==> config.mk <==
export PLATFORM = sky130hd
export DESIGN_NAME = midi_msg_parser_flat
export DESIGN_NICKNAME = d
export VERILOG_FILES = /design/src/rtl/midi_pkg.sv /design/src/rtl/midi_msg_parser_if.sv /design/src/rtl/midi_msg_fifo2.sv /design/src/rtl/midi_msg_parser.sv /design/src/flat_wrapper.sv
export SDC_FILE = /design/constraint.sdc
export NUM_CORES = 1
export LEC_CHECK = 0
export ABC_AREA = 1
export BUFFER_PORTS_ARGS = -buffer_cell sky130_fd_sc_hd__buf_4
export CORE_MARGIN = 3
export CORE_UTILIZATION = 28
export DETAILED_ROUTE_END_ITERATION = 10
export GPL_ROUTABILITY_DRIVEN = 0
export PLACE_DENSITY = 0.54
export SYNTH_ARGS = -nofsm -noshare
export SYNTH_HDL_FRONTEND = slang
export SYNTH_HIERARCHICAL = 1
export SYNTH_SLANG_ARGS = --single-unit
==> constraint.sdc <==
create_clock -name i_clk -period 4.5 [get_ports i_clk]
set_input_delay 0.225 -clock i_clk [delete_from_list [all_inputs] [get_ports i_clk]]
set_output_delay 0.225 -clock i_clk [all_outputs]
set_load 0.01 [all_outputs]
==> src/rtl/midi_pkg.sv <==
// Shared definitions for the MIDI message parser: parser state encoding,
// status byte constants, message length lookup and the UART divisor helper.
package midi_pkg;

  typedef enum logic [1:0] {
    S_IDLE = 2'd0,  // no running status
    S_D1   = 2'd1,  // awaiting first data byte
    S_D2   = 2'd2   // awaiting second data byte
  } state_t;

  localparam logic [7:0] NOTE_OFF = 8'h80;
  localparam logic [7:0] NOTE_ON  = 8'h90;
  localparam logic [7:0] PROG     = 8'hC0;
  localparam logic [7:0] CHPRES   = 8'hD0;
  localparam logic [7:0] SYS      = 8'hF0;
  localparam logic [7:0] RT       = 8'hF8;

  // Width of a buffered message: status(8) + data1(7) + data2(7).
  localparam int unsigned MSG_W = 22;

  // Number of data bytes following a channel status byte.
  function automatic logic [1:0] data_len(input logic [7:0] status);
    if ((status[7:4] == PROG[7:4]) || (status[7:4] == CHPRES[7:4])) begin
      return 2'd1;
    end
    return 2'd2;
  endfunction

  // Receiver divisor for 8x oversampling.
  function automatic logic [15:0] baud_div(input int unsigned clk_hz, input int unsigned baud);
    return 16'(clk_hz / (baud * 8) - 1);
  endfunction

endpackage

==> src/rtl/midi_msg_parser_if.sv <==
// Bundle between the parser, the UART receiver and the tone-generator scheduler.
//   o_baud      receiver divisor (static)
//   i_rxFlg     one-cycle received-byte strobe, i_rxData the byte
//   i_chMask    per-channel accept mask
//   o_msgValid / i_msgReady  message port handshake
//   o_status / o_data1 / o_data2  head message
//   o_overrun   one-cycle pulse, message dropped on a full buffer
// The master modport is the parser side; slave is its environment.
interface midi_msg_parser_if;
  logic [15:0] o_baud;
  logic        i_rxFlg;
  logic [7:0]  i_rxData;
  logic [15:0] i_chMask;
  logic        o_msgValid;
  logic        i_msgReady;
  logic [7:0]  o_status;
  logic [6:0]  o_data1;
  logic [6:0]  o_data2;
  logic        o_overrun;

  modport master (
    output o_baud, o_msgValid, o_status, o_data1, o_data2, o_overrun,
    input  i_rxFlg, i_rxData, i_chMask, i_msgReady
  );

  modport slave (
    input  o_baud, o_msgValid, o_status, o_data1, o_data2, o_overrun,
    output i_rxFlg, i_rxData, i_chMask, i_msgReady
  );
endinterface

==> src/rtl/midi_msg_fifo2.sv <==
// Two-entry synchronous FIFO for assembled messages.
//   clk, res_n  clock and synchronous active-low reset
//   push/wdata  write request; ignored when full unless popping the same cycle
//   pop         read request; ignored when empty
//   rdata       head entry (zero after reset)
//   count/full  occupancy
module midi_msg_fifo2
  import midi_pkg::*;
(
  input  logic             clk,
  input  logic             res_n,
  input  logic             push,
  input  logic [MSG_W-1:0] wdata,
  input  logic             pop,
  output logic [MSG_W-1:0] rdata,
  output logic [1:0]       count,
  output logic             full
);

  logic [MSG_W-1:0] mem_q [2];
  logic             wr_ptr_q;
  logic             rd_ptr_q;
  logic [1:0]       count_q;
  logic             do_push;
  logic             do_pop;

  assign full  = (count_q == 2'd2);
  assign count = count_q;
  assign rdata = mem_q[rd_ptr_q];

  // When full, wr_ptr equals rd_ptr: a simultaneous pop vacates exactly the
  // slot being written, so push+pop on a full FIFO is safe.
  assign do_pop  = pop & (count_q != 2'd0);
  assign do_push = push & (~full | do_pop);

  always_ff @(posedge clk) begin
    if (!res_n) begin
      mem_q[0] <= '0;
      mem_q[1] <= '0;
      wr_ptr_q <= 1'b0;
      rd_ptr_q <= 1'b0;
      count_q  <= 2'd0;
    end else begin
      if (do_push) begin
        mem_q[wr_ptr_q] <= wdata;
        wr_ptr_q        <= ~wr_ptr_q;
      end
      if (do_pop) begin
        rd_ptr_q <= ~rd_ptr_q;
      end
      unique case ({do_push, do_pop})
        2'b10:   count_q <= count_q + 2'd1;
        2'b01:   count_q <= count_q - 2'd1;
        default: count_q <= count_q;
      endcase
    end
  end

endmodule

==> src/rtl/midi_msg_parser.sv <==
// MIDI channel-voice message parser with running status and channel filter.
//   i_clk, i_res_n  clock and synchronous active-low reset
//   bus             receiver byte strobe in, channel mask in, buffered
//                   message port out, overrun pulse out, static baud divisor out
module midi_msg_parser
  import midi_pkg::*;
#(
  parameter int unsigned CLK_HZ = 24_000_000,
  parameter int unsigned BAUD   = 31_250
) (
  input  logic               i_clk,
  input  logic               i_res_n,
  midi_msg_parser_if.master  bus
);

  state_t          state_q, state_d;
  logic [7:0]      run_stat_q, run_stat_d;
  logic [6:0]      d1_q, d1_d;
  logic            overrun_q;

  logic            cmpl;
  logic [7:0]      cmpl_status;
  logic [6:0]      cmpl_d1;
  logic [6:0]      cmpl_d2;
  logic [7:0]      msg_status;
  logic            push;
  logic            pop;
  logic            overrun_d;

  logic [MSG_W-1:0] fifo_rdata;
  logic [1:0]       fifo_count;
  logic             fifo_full;

  logic [7:0]       rx_byte;
  assign rx_byte = bus.i_rxData;

  assign bus.o_baud = baud_div(CLK_HZ, BAUD);

  // Parser next-state and message completion.
  always_comb begin
    state_d     = state_q;
    run_stat_d  = run_stat_q;
    d1_d        = d1_q;
    cmpl        = 1'b0;
    cmpl_status = run_stat_q;
    cmpl_d1     = '0;
    cmpl_d2     = '0;

    if (bus.i_rxFlg) begin
      if (rx_byte >= RT) begin
        // Realtime bytes may interleave anywhere and leave parsing untouched.
      end else if (rx_byte >= SYS) begin
        run_stat_d = '0;
        state_d    = S_IDLE;
      end else if (rx_byte[7]) begin
        run_stat_d = rx_byte;
        state_d    = S_D1;
      end else begin
        case (state_q)
          S_D1: begin
            if (data_len(run_stat_q) == 2'd1) begin
              cmpl    = 1'b1;
              cmpl_d1 = rx_byte[6:0];
            end else begin
              d1_d    = rx_byte[6:0];
              state_d = S_D2;
            end
          end
          S_D2: begin
            cmpl    = 1'b1;
            cmpl_d1 = d1_q;
            cmpl_d2 = rx_byte[6:0];
            state_d = S_D1;
          end
          default: begin
            // No running status: stray data is dropped.
          end
        endcase
      end
    end
  end

  // Note-On with zero velocity is delivered as Note-Off.
  always_comb begin
    msg_status = cmpl_status;
    if ((cmpl_status[7:4] == NOTE_ON[7:4]) && (cmpl_d2 == 7'd0)) begin
      msg_status = {NOTE_OFF[7:4], cmpl_status[3:0]};
    end
  end

  assign push      = cmpl & bus.i_chMask[run_stat_q[3:0]];
  assign pop       = bus.o_msgValid & bus.i_msgReady;
  assign overrun_d = push & fifo_full & ~pop;

  always_ff @(posedge i_clk) begin
    if (!i_res_n) begin
      state_q    <= S_IDLE;
      run_stat_q <= '0;
      d1_q       <= '0;
      overrun_q  <= 1'b0;
    end else begin
      state_q    <= state_d;
      run_stat_q <= run_stat_d;
      d1_q       <= d1_d;
      overrun_q  <= overrun_d;
    end
  end

  midi_msg_fifo2 u_fifo (
    .clk   (i_clk),
    .res_n (i_res_n),
    .push  (push),
    .wdata ({msg_status, cmpl_d1, cmpl_d2}),
    .pop   (pop),
    .rdata (fifo_rdata),
    .count (fifo_count),
    .full  (fifo_full)
  );

  assign bus.o_msgValid = (fifo_count != 2'd0);
  assign bus.o_status   = fifo_rdata[21:14];
  assign bus.o_data1    = fifo_rdata[13:7];
  assign bus.o_data2    = fifo_rdata[6:0];
  assign bus.o_overrun  = overrun_q;

endmodule

==> src/flat_wrapper.sv <==
// flat-port wrapper written by rule: the top's interface ports become plain ports
module midi_msg_parser_flat import midi_pkg::*;
#(
  parameter int unsigned CLK_HZ = 24_000_000,
  parameter int unsigned BAUD   = 31_250
)
  (i_clk, i_res_n, bus_o_baud, bus_o_msgValid, bus_o_status, bus_o_data1, bus_o_data2, bus_o_overrun, bus_i_rxFlg, bus_i_rxData, bus_i_chMask, bus_i_msgReady);
  midi_msg_parser_if bus_i ();
  input  logic i_clk;
  input  logic i_res_n;
  output wire logic [$bits(bus_i.o_baud)-1:0] bus_o_baud;
  output wire logic [$bits(bus_i.o_msgValid)-1:0] bus_o_msgValid;
  output wire logic [$bits(bus_i.o_status)-1:0] bus_o_status;
  output wire logic [$bits(bus_i.o_data1)-1:0] bus_o_data1;
  output wire logic [$bits(bus_i.o_data2)-1:0] bus_o_data2;
  output wire logic [$bits(bus_i.o_overrun)-1:0] bus_o_overrun;
  input wire logic [$bits(bus_i.i_rxFlg)-1:0] bus_i_rxFlg;
  input wire logic [$bits(bus_i.i_rxData)-1:0] bus_i_rxData;
  input wire logic [$bits(bus_i.i_chMask)-1:0] bus_i_chMask;
  input wire logic [$bits(bus_i.i_msgReady)-1:0] bus_i_msgReady;
  assign bus_o_baud = bus_i.o_baud;
  assign bus_o_msgValid = bus_i.o_msgValid;
  assign bus_o_status = bus_i.o_status;
  assign bus_o_data1 = bus_i.o_data1;
  assign bus_o_data2 = bus_i.o_data2;
  assign bus_o_overrun = bus_i.o_overrun;
  assign bus_i.i_rxFlg = bus_i_rxFlg;
  assign bus_i.i_rxData = bus_i_rxData;
  assign bus_i.i_chMask = bus_i_chMask;
  assign bus_i.i_msgReady = bus_i_msgReady;
  midi_msg_parser #(.CLK_HZ(CLK_HZ), .BAUD(BAUD)) u_core (.i_clk(i_clk), .i_res_n(i_res_n), .bus(bus_i));
endmodule
==> impl_results.md, run 1 <==
- Cells after Synth: 380
- Setup TNS Final: 0 ns
- Startpoint class of the critical path: flop
- Post-cts resize count: 0
- Worst path required time: 4.44 ns
- Row count: 40
- Routed vias: 2620
- Clock sinks: 67
- NetSw: 0.000306 W
- GRT overflow: 0
- Post-synth cell types: 31
- Setup crit end kind: flop
- Critical R2R Launch: u_core/state_q[0]
- DR WL/cell: 12.7 um
- Post-CTS setup buffers: 0
- Multi-input gate area: about 1400 um^2
- Slew @ Worst Pin: 0.995 ns
- Core area: around 12000 um^2
- Max cap viols: 0
- Area delta synth->final: 20.2%
- Hold buffers post-CTS: 0
- Horiz. Die Dim: 118 um
- FF-to-FF setup slack: 1.30 ns
- Inserted Clock Buffers: 9
- DP Wirelength: 5630 um
- Num ports: 68
- Vias in the first global route: 2535
- DIE AREA: ~14000 um^2
- Crit Path Class: reg -> reg
- Int Pwr: between 0.001 and 0.0015 W
- Status: finished clean
- Tmin final: 3.20 ns
- Placed insts: 584
- # nets final: 458
- Port buffer count: 51
- Reg clk slew, reported paths: 0.05 ns
- Max-slew violation count: 0
- Largest net degree at the start of global routing: 25
- Yosys reg bits: 67
- Synth area leader: edfxtp_1
- Iter 0 DRT Violations: 145
- Non-Filler Instances: 600
- RR Endpoint: u_core/u_fifo/mem_q[0][1]
- Layout cells sized above 1: 0.278
- Worst reg2reg path depth: 10
- Initial antenna violation count: 0
- H-Tree Depth: 3
- Drt pass-1 iters: 4
- Sequential-to-total area share from yosys stat: 0.509
- CTS tree: built
- Tcrit/Tclk final: 0.710
- Relative slew margins: 0.335
- Final setup viols: 0
- Worst Path Arrival: roughly 3.1 ns
- Worst skew pair latency: ~0.32 ns
- P_leak: between 1.5 and 2 nW
- Yosys top cell area share: 0.378
- Starting Density: 0.289
- Total Routing Usage GR: 0.114
- Sequential share of power: 0.486
- Max rail drop VDD: between 0.00015 and 0.0002 V
- Critical path origin: u_core/state_q[0]
- Register area: 1780 um^2
- Hold/Removal Path Class: in -> reg
- End of the critical path: u_core/u_fifo/mem_q[0][1]
- First-pass GRT wire length: approximately 13000 um
- Synth warn: 6
- Clock buffer depth: 2
- Unrepaired setup endpoints after global routing: false
- Via/cell ratio: between 4 and 5
- Syn_area_per_cell: ~9 um^2
- Fin. Hold Viols: 0
- Comb pwr share: 0.074
- Clk network pwr share: 0.440
- Total power divided by cell area: 335 nW/um^2
- Pre-CTS setup slack: 1.25 ns
- Worst-path maximum fanout: 24
- Switching Fraction: 0.218
- Die Y-Extent: 118 um
- Post-route DRC: 0
- Synth area leaders: edfxtp_1 38%, dfxtp_1 13%, mux2_2 7.1%
- Antenna-violating nets left: 0
- Clock Skew: 0.00515 ns
- Root buf cell: clkbuf_16
- Final setup margin: roughly 1.3 ns
- Routed Wire Length: 7590 um
- Cell area after synthesis: 3500 um^2
- Fill count: 1284
- Diodes inserted: 0
- Achievable frequency: 0.313 GHz
==> area by class of cell <==
cell class / instances / share of cell area
Clock buffer: 13 / 0.0595
Tap cell: 168 / 0.0500
Timing Repair Buffer: 51 / 0.0911
Sequential cell: 67 / 0.424
Inverter: 49 / 0.0438
Clock inverter: 3 / 0.00357
Multi-Input combinational cell: 249 / 0.328
==> cell families after synthesis <==
| kind of cell | synth area share |
|---|---|
| AOI/OAI and AO/OA | 0.0501 |
| adders and majority gates | 0.0107 |
| and+or+nand+nor | 0.245 |
| other | 0.00215 |
| buffers and inverters | 0.111 |
| DFF | 0.509 |
| muxes | 0.0708 |
==> Yosys cell counts (all sizes together) <==
library cell and instances:
ha 3, inv 47, nand4 7, dfxtp 23, conb 2, clkbuf 4, nand3 27, a21boi 1
a22oi 8, o21a 1, nor3 2, nor2 88, o21ai 10, mux2 22, a21oi 10, buf 25
clkinv 2, edfxtp 44, nand3b 1, nand2 52, or2 1
==> worst max-delay path, stage by stage, from the launching register on <==
cell     delay, ns
dfxtp_1       0.32
inv_1         0.06
ha_1          0.46
inv_1         0.08
nand2_1       0.08
nand3_1       0.06
nor2_1        0.11
nand3_1       0.11
inv_1         0.17
nand4_4       0.45
nand2_1       0.89
==> layout by cell type, fill, tap and decap left out, types with 8 or more instances in the layout <==
cell / instances
nor2_1: 65
edfxtp_1: 44
mux2_2: 22
a22oi_1: 8
inv_1: 43
nand3_1: 26
conb_1: 16
dfxtp_1: 23
nor2_2: 19
clkbuf_16: 9
a21oi_1: 10
nand2_1: 50
buf_4: 51
o21ai_0: 10
==> worst min-delay path by stage <==
stage	from	end	slack, ns	cells after the start
floorplan	i_res_n	u_core/u_fifo/count[1]	0.35	2
global placement	u_core/cmpl_status[4]	u_core/cmpl_status[4]	0.46	2
detailed placement	u_core/cmpl_status[4]	u_core/cmpl_status[4]	0.46	2
CTS	bus_i_rxData[2]	u_core/cmpl_status[2]	0.18	3
global route	bus_i_rxData[0]	u_core/cmpl_status[0]	0.20	3
finish	bus_i_rxData[2]	u_core/cmpl_status[2]	0.19	3
==> stage by stage <==
step	utilization	hold WS [ns]	total power, W	cell area [um^2]
after floorplan	-	0.346	0.000760	3550
after global placement	0.325	0.457	0.000800	3940
after detailed placement	0.325	0.460	0.000802	3940
after CTS	0.347	0.182	0.00143	4200
after global routing	0.347	0.202	0.00147	4200
final	0.347	0.194	0.00141	4200
==> power by group through the flow <==
stage	clock [W]	sequential, W	combinational (W)
floorplan	0	0.000691	0.0000693
global placement	0	0.000696	0.000105
detailed placement	0	0.000696	0.000106
CTS	0.000638	0.000684	0.000106
global route	0.000664	0.000686	0.000117
finish	0.000619	0.000684	0.000105
==> layer usage <==
metal	share of wire	track usage	up-vias	routed length, um
met4	0.014	0.0374	0	106
li1	-	-	1306	-
met2	0.46	0.177	70	3510
met1	0.47	0.153	1236	3590
met3	0.050	0.0312	8	382
met5	0	0	-	0
==> state kept, by name (all words and copies together) (netlist names), named ones only <==
name and cells:
u_core/cmpl_status 8, u_core/u_fifo/rd_ptr_q 1, u_core/bus.o_overrun 1, u_core/state_q 2, u_core/u_fifo/mem_q 44, u_core/d1_q 7, u_core/u_fifo/count 2, u_core/u_fifo/wr_ptr_q 1
Power figures use the tool's default switching activity.
==> run 2: changes to the inputs <==
==> constraint.sdc (replaced) <==
create_clock -name i_clk -period 3 [get_ports i_clk]
set_input_delay 0.15 -clock i_clk [delete_from_list [all_inputs] [get_ports i_clk]]
set_output_delay 0.15 -clock i_clk [all_outputs]
set_load 0.01 [all_outputs]
==> impl_results.md, run 2 (synthesized netlist as in run 1, its figures left out) <==
- # nets final: 462 (was 458)
- DR WL/cell: 12.3 um (was 12.7 um)
- CTS tree: built (unchanged)
- Buf/Inv on CP: 4 (was 3)
- Via/cell ratio: 4.28 (was 4.37)
- Die Y-Extent: 118 um (unchanged)
- Worst Path Arrival: 2.57 ns (was 3.14 ns)
- Inserted Clock Buffers: 9 (unchanged)
- Worst path required time: 3.26 ns (was 4.44 ns)
- Setup crit end kind: flop (unchanged)
- Slew @ Worst Pin: 1.00 ns (was 0.995 ns)
- Max-slew violation count: 0 (unchanged)
- Register with the most flip-flops: u_core/u_fifo/mem_q (unchanged)
- Clock buffer depth: 2 (unchanged)
- Worst reg2reg path depth: 15 (was 10)
- Post-CTS setup buffers: 0 (unchanged)
- Fill count: 1266 (was 1284)
- Fin. Hold Viols: 0 (unchanged)
- FF-to-FF setup slack: 0.69 ns (was 1.30 ns)
- Starting Density: 0.289 (unchanged)
- Drt pass-1 iters: 4 (unchanged)
- Iter 0 DRT Violations: 192 (was 145)
- Hold buffers post-CTS: 0 (unchanged)
- Core area: 12100 um^2 (unchanged)
- Initial antenna violation count: 0 (unchanged)
- Hold Crit Start: bus_i_rxData[2] (unchanged)
- Post-route DRC: 0 (unchanged)
- Reg clk slew, reported paths: 0.05 ns (about the same)
- Slowest stage delay, CP: 0.45 ns (was 0.89 ns)
- H-Tree Depth: 3 (unchanged)
- Largest net degree at the start of global routing: 24 (was 25)
- Most common cell after layout, fill and taps aside: nor2_1 (unchanged)
- Unrepaired setup endpoints after global routing: false (unchanged)
- P_leak: 1.63 nW (was 1.59 nW)
- Port buffer count: 51 (unchanged)
- GRT overflow: 0 (unchanged)
- Critical path origin: u_core/state_q[0] (unchanged)
- DP Wirelength: 5440 um (was 5630 um)
- Vias in the first global route: 2439 (was 2535)
- Area delta synth->final: 22.5% (was 20.2%)
- Num ports: 68 (unchanged)
- Routed Wire Length: 7430 um (was 7590 um)
- RR Endpoint: u_core/u_fifo/count[1] (was u_core/u_fifo/mem_q[0][1])
- Root buf cell: clkbuf_16 (unchanged)
- Tmin final: 2.31 ns (was 3.20 ns)
- Total Routing Usage GR: 0.109 (was 0.114)
- Final setup viols: 0 (unchanged)
- Hold slack: 0.126 ns (was 0.194 ns)
- Slowest cell on the critical path: ha_1 (was nand2_1)
- Relative slew margins: 0.331 (was 0.335)
- Startpoint class of the critical path: flop (unchanged)
- Row count: 40 (unchanged)
- Commonest cells after routing, fill and taps aside: 65 x nor2_1, 55 x buf_4, 50 x nand2_1 (was 65 x nor2_1, 51 x buf_4, 50 x nand2_1)
- Antenna-violating nets left: 0 (unchanged)
- Critical Path, Cell by Cell: inv_1, ha_1, inv_1, nand2_1, nand3_1, nor2_1, nand3_1, inv_1, nand2_1, ha_1, inv_1, nand2_1, nor2_1, nor2_1, nor2_1 (was inv_1, ha_1, inv_1, nand2_1, nand3_1, nor2_1, nand3_1, inv_1, nand4_4, nand2_1)
- Max cap viols: 0 (unchanged)
- End of the critical path: u_core/u_fifo/count[1] (was u_core/u_fifo/mem_q[0][1])
- Horiz. Die Dim: 118 um (unchanged)
- Max rail drop VDD: 0.000200 V (was 0.000191 V)
- Clock Skew: 0.00307 ns (was 0.00515 ns)
- First-pass GRT wire length: 12200 um (was 12700 um)
- Diodes inserted: 0 (unchanged)
- DIE AREA: 13900 um^2 (unchanged)
- Largest register FFs: 44 (unchanged)
- Crit Path Class: reg -> reg (unchanged)
- Post-cts resize count: 0 (unchanged)
- Achievable frequency: 0.433 GHz (was 0.313 GHz)
- Cell family with the largest share of critical-path delay: adder cells (was simple AND/OR/NAND/NOR gates)
- Routed vias: 2583 (was 2620)
- Worst skew pair latency: 0.32 ns (about the same)
- Fin util: 0.354 (was 0.347)
- Hold/Removal Path Class: in -> reg (unchanged)
- Worst-path maximum fanout: 16 (was 24)
- Crit path depth: 15 (was 10)
- Layout cells sized above 1: 0.287 (was 0.278)
- Total power divided by cell area: 533 nW/um^2 (was 335 nW/um^2)
- Critical R2R Launch: u_core/state_q[0] (unchanged)
- Clock sinks: 67 (unchanged)
- Setup TNS Final: 0 ns (unchanged)
- Status: finished clean (unchanged)
- Tcrit/Tclk final: 0.770 (was 0.710)
==> run 2: area by class of cell <==
type | instances | area (um^2) | area share
repair buffers | 55 | 413 | 0.0964
well taps | 168 | 210 | 0.0491
clock inverters | 7 | 90.1 | 0.0210
clock buffers | 9 | 225 | 0.0526
inverters | 49 | 184 | 0.0429
multi-input cells | 249 | 1380 | 0.322
flip-flops and latches | 67 | 1780 | 0.416
==> run 2: metrics by stage <==
step                      cell area (um^2)  total power (W)  setup WS [ns]  std cells
after floorplan                       3550          0.00114          0.680        394
after global placement                3970          0.00120          0.765        588
after detailed placement              3970          0.00120          0.704        588
after CTS                             4280          0.00231          0.690        604
after global routing                  4280          0.00237          0.399        604
final                                 4280          0.00228          0.689        604
==> run 2: worst min path at each step <==
stage,endpoint,cells after the start
finish,u_core/cmpl_status[2],3
global route,u_core/cmpl_status[2],3
CTS,u_core/cmpl_status[2],3
detailed placement,u_core/cmpl_status[4],2
global placement,u_core/cmpl_status[4],2
floorplan,u_core/u_fifo/count[1],2
==> run 2: worst register-to-register path, stage by stage, from the launching register on <==
cell,delay [ns]
dfxtp_1,0.32
inv_1,0.06
ha_1,0.45
inv_1,0.09
nand2_1,0.08
nand3_1,0.06
nor2_1,0.11
nand3_1,0.11
inv_1,0.17
nand2_1,0.11
ha_1,0.33
inv_1,0.08
nand2_1,0.06
nor2_1,0.08
nor2_1,0.04
nor2_1,0.10
==> run 2: power by group <==
group | total (W) | internal, W | switching [W] | leakage [nW]
logic | 0.000159 | 0.0000656 | 0.0000937 | 0.834
clock network | 0.00110 | 0.000725 | 0.000375 | 0.155
registers | 0.00102 | 0.00101 | 0.0000145 | 0.641
total | 0.00228 | 0.00180 | 0.000483 | 1.63
==> run 2: layer usage <==
| metal | part of all wire | global-route usage | vias to the layer above |
|---|---|---|---|
| met1 | 0.50 | 0.152 | 1180 |
| met3 | 0.049 | 0.0231 | 9 |
| met4 | 0.015 | 0.0396 | 0 |
| met2 | 0.44 | 0.168 | 84 |
| li1 | - | - | 1310 |
| met5 | 0 | 0 | - |
==> run 3: changes to the inputs <==
--- a/config.mk
+++ b/config.mk
@@ -5,7 +5,7 @@
 export SDC_FILE = /design/constraint.sdc
 export NUM_CORES = 1
 export LEC_CHECK = 0
-export ABC_AREA = 1
+export ABC_AREA = 0
 export BUFFER_PORTS_ARGS = -buffer_cell sky130_fd_sc_hd__buf_4
 export CORE_MARGIN = 3
 export CORE_UTILIZATION = 28
==> constraint.sdc (replaced) <==
create_clock -name i_clk -period 2.23 [get_ports i_clk]
set_input_delay 0.1115 -clock i_clk [delete_from_list [all_inputs] [get_ports i_clk]]
set_output_delay 0.1115 -clock i_clk [all_outputs]
set_load 0.01 [all_outputs]
==> impl_results.md, run 3 <==
- Status: finished clean (unchanged)
- Core area: 11800 um^2 (was 12100 um^2)
- Post-synth EDFFs: 44 (unchanged)
- Root buf cell: clkbuf_16 (unchanged)
- Hold/Removal Path Class: in -> reg (unchanged)
- CTS tree: built (unchanged)
- Setup TNS Final: 0 ns (unchanged)
- Routed Wire Length: 7180 um (was 7430 um)
- Cell area after synthesis: 3460 um^2 (was 3500 um^2)
- Most common cell after layout, fill and taps aside: buf_4 (was nor2_1)
- Yosys reg bits: 67 (unchanged)
- Crit Path Class: reg -> reg (unchanged)
- Clock sinks: 67 (unchanged)
- Commonest cells after routing, fill and taps aside: 63 x buf_4, 49 x and2_1, 44 x edfxtp_1 (was 65 x nor2_1, 55 x buf_4, 50 x nand2_1)
- Max rail drop VDD: 0.000367 V (was 0.000200 V)
- Achievable frequency: 0.463 GHz (was 0.433 GHz)
- Largest net degree at the start of global routing: 30 (was 24)
- Synth Flop Type: edfxtp_1 (unchanged)
- Routed vias: 2288 (was 2583)
- DR WL/cell: 13.5 um (was 12.3 um)
- Max-slew violation count: 0 (unchanged)
- P_leak: 1.71 nW (was 1.63 nW)
- Synth area leader: edfxtp_1 (unchanged)
- Clock buffer depth: 2 (unchanged)
- Starting Density: 0.294 (was 0.289)
- Reg clk slew, reported paths: 0.05 ns (about the same)
- Via/cell ratio: 4.31 (was 4.28)
- Sequential-to-total area share from yosys stat: 0.515 (was 0.509)
- Yosys top cell area share: 0.382 (was 0.378)
- Most common cell in the netlist: and2_1 (was nor2_1)
- Post-route DRC: 0 (unchanged)
- Syn_area_per_cell: 11.5 um^2 (was 9.20 um^2)
- Antenna-violating nets left: 0 (unchanged)
- Worst skew pair latency: 0.32 ns (about the same)
- H-Tree Depth: 3 (unchanged)
- Die Y-Extent: 117 um (was 118 um)
- Num ports: 68 (unchanged)
- Vias in the first global route: 2198 (was 2439)
- Startpoint class of the critical path: flop (unchanged)
- Horiz. Die Dim: 117 um (was 118 um)
- Final setup viols: 0 (unchanged)
- # nets final: 393 (was 462)
- Final setup margin: 0.0693 ns (was 0.689 ns)
- Clock Skew: 0.00363 ns (was 0.00307 ns)
- Worst Path Arrival: 2.18 ns (was 2.57 ns)
- Iter 0 DRT Violations: 116 (was 192)
- Comb pwr share: 0.073 (was 0.070)
- Inserted Clock Buffers: 9 (unchanged)
- Initial antenna violation count: 0 (unchanged)
- Largest register FFs: 44 (unchanged)
- Register with the most flip-flops: u_core/u_fifo/mem_q (unchanged)
- Total Routing Usage GR: 0.110 (was 0.109)
- Hold slack: 0.105 ns (was 0.126 ns)
- DIE AREA: 13700 um^2 (was 13900 um^2)
- Drt pass-1 iters: 5 (was 4)
- Worst path required time: 2.25 ns (was 3.26 ns)
- Hold buffers post-CTS: 0 (unchanged)
- Pre-CTS setup slack: 0.000519 ns (was 0.704 ns)
- Tcrit/Tclk final: 0.969 (was 0.770)
- NetSw: 0.000648 W (was 0.000483 W)
- Diodes inserted: 0 (unchanged)
- Synth area leaders: edfxtp_1 38%, dfxtp_1 13%, and2_1 8.9% (was edfxtp_1 38%, dfxtp_1 13%, mux2_2 7.1%)
- Max cap viols: 0 (unchanged)
- Unrepaired setup endpoints after global routing: true (was false)
- Tot Pwr: 0.00313 W (was 0.00228 W)
- Sequential share of power: 0.439 (was 0.448)
- Layout cells sized above 1: 0.349 (was 0.287)
- Cells after Synth: 302 (was 380)
- Tmin final: 2.16 ns (was 2.31 ns)
- Synth warn: 6 (unchanged)
- Multi-input gate area: 1550 um^2 (was 1380 um^2)
- Row count: 39 (was 40)
- Port buffer count: 51 (unchanged)
- GRT overflow: 0 (unchanged)
- Fill count: 1145 (was 1266)
- Async S/R FF share, synth: 0 (unchanged)
- Fin. Hold Viols: 0 (unchanged)
- First-pass GRT wire length: 11400 um (was 12200 um)
- Switching Fraction: 0.207 (was 0.212)
- Setup crit end kind: flop (unchanged)
- DP Wirelength: 5120 um (was 5440 um)
- Register area: 1780 um^2 (about the same)
- Int Pwr: 0.00248 W (was 0.00180 W)
- Total power divided by cell area: 702 nW/um^2 (was 533 nW/um^2)
- Post-synth cell types: 45 (was 31)
- Worst-path maximum fanout: 22 (was 16)
- Area delta synth->final: 28.8% (was 22.5%)
- Top cells by instance count after synthesis: 49 x and2_1, 44 x edfxtp_1, 23 x dfxtp_1, 22 x mux2_2, 16 x buf_4 (was 65 x nor2_1, 50 x nand2_1, 44 x edfxtp_1, 43 x inv_1, 26 x nand3_1)
- Clk network pwr share: 0.489 (was 0.482)
-- run 3: repair_timing --
item	in CTS	in global routing
buffers inserted	0	1
setup endpoints to repair	0	44
gates resized for setup	0	5
-- run 3: kinds of logic (layout without fill, tap and decap cells) --
| group | count (synthesis) | in the layout | share of synthesized area |
|---|---|---|---|
| buf+inv | 37 | 88 | 0.0680 |
| fa+ha+maj | 3 | 3 | 0.0109 |
| compound gates | 27 | 27 | 0.0561 |
| xor+xnor | 3 | 3 | 0.00760 |
| simple gates | 125 | 125 | 0.219 |
| mux | 38 | 38 | 0.122 |
| flops | 67 | 67 | 0.515 |
| other cells | 2 | 16 | 0.00217 |
-- run 3: routing by layer --
layer | GRT usage | up-vias | wire length, um
met1 | 0.140 | 1075 | 3200
met4 | 0.0390 | 0 | 91
li1 | - | 1154 | -
met3 | 0.0298 | 5 | 321
met5 | 0 | - | 0
met2 | 0.181 | 54 | 3570
-- run 3: final cells by class --
type,count,area share
flip-flops and latches,67,0.400
multi-input cells,212,0.348
repair buffers,69,0.129
clock buffers,11,0.0545
well taps,164,0.0461
clock inverters,5,0.0191
inverters,3,0.00253
-- run 3: worst max-delay path, stage by stage (launching register included) --
cell,delay [ns]
dfxtp_2,0.32
inv_1,0.04
ha_1,0.28
or3_1,0.38
a211oi_4,0.23
nand2_2,0.12
buf_6,0.14
o21ai_4,0.15
buf_12,0.19
-- run 3: power groups by stage --
stage	Clock, W	Sequential [W]	Combinational, W
final	0.00153	0.00137	0.000227
after global placement	0	0.00140	0.000226
after detailed placement	0	0.00140	0.000227
after floorplan	0	0.00139	0.000134
after CTS	0.00156	0.00137	0.000227
after global routing	0.00162	0.00138	0.000249
-- run 3: path summary, 6_finish.rpt --
kind                    startpoint                         end  slack, ns  depth (start not counted)
min reg2reg  u_core/cmpl_status[4]       u_core/cmpl_status[4]       0.46                          2
max              u_core/state_q[0]  u_core/u_fifo/mem_q[0][14]       0.07                          8
max reg2reg      u_core/state_q[0]  u_core/u_fifo/mem_q[0][14]       0.07                          8
min                bus_i_rxData[0]              u_core/d1_q[0]       0.10                          3
-- run 3: stage by stage --
| step | area [um^2] | std cells | utilization |
|---|---|---|---|
| floorplan | 3570 | 316 | - |
| global placement | 4110 | 514 | 0.349 |
| detailed placement | 4110 | 514 | 0.349 |
| CTS | 4430 | 530 | 0.377 |
| global route | 4460 | 531 | 0.379 |
| finish | 4460 | 531 | 0.379 |
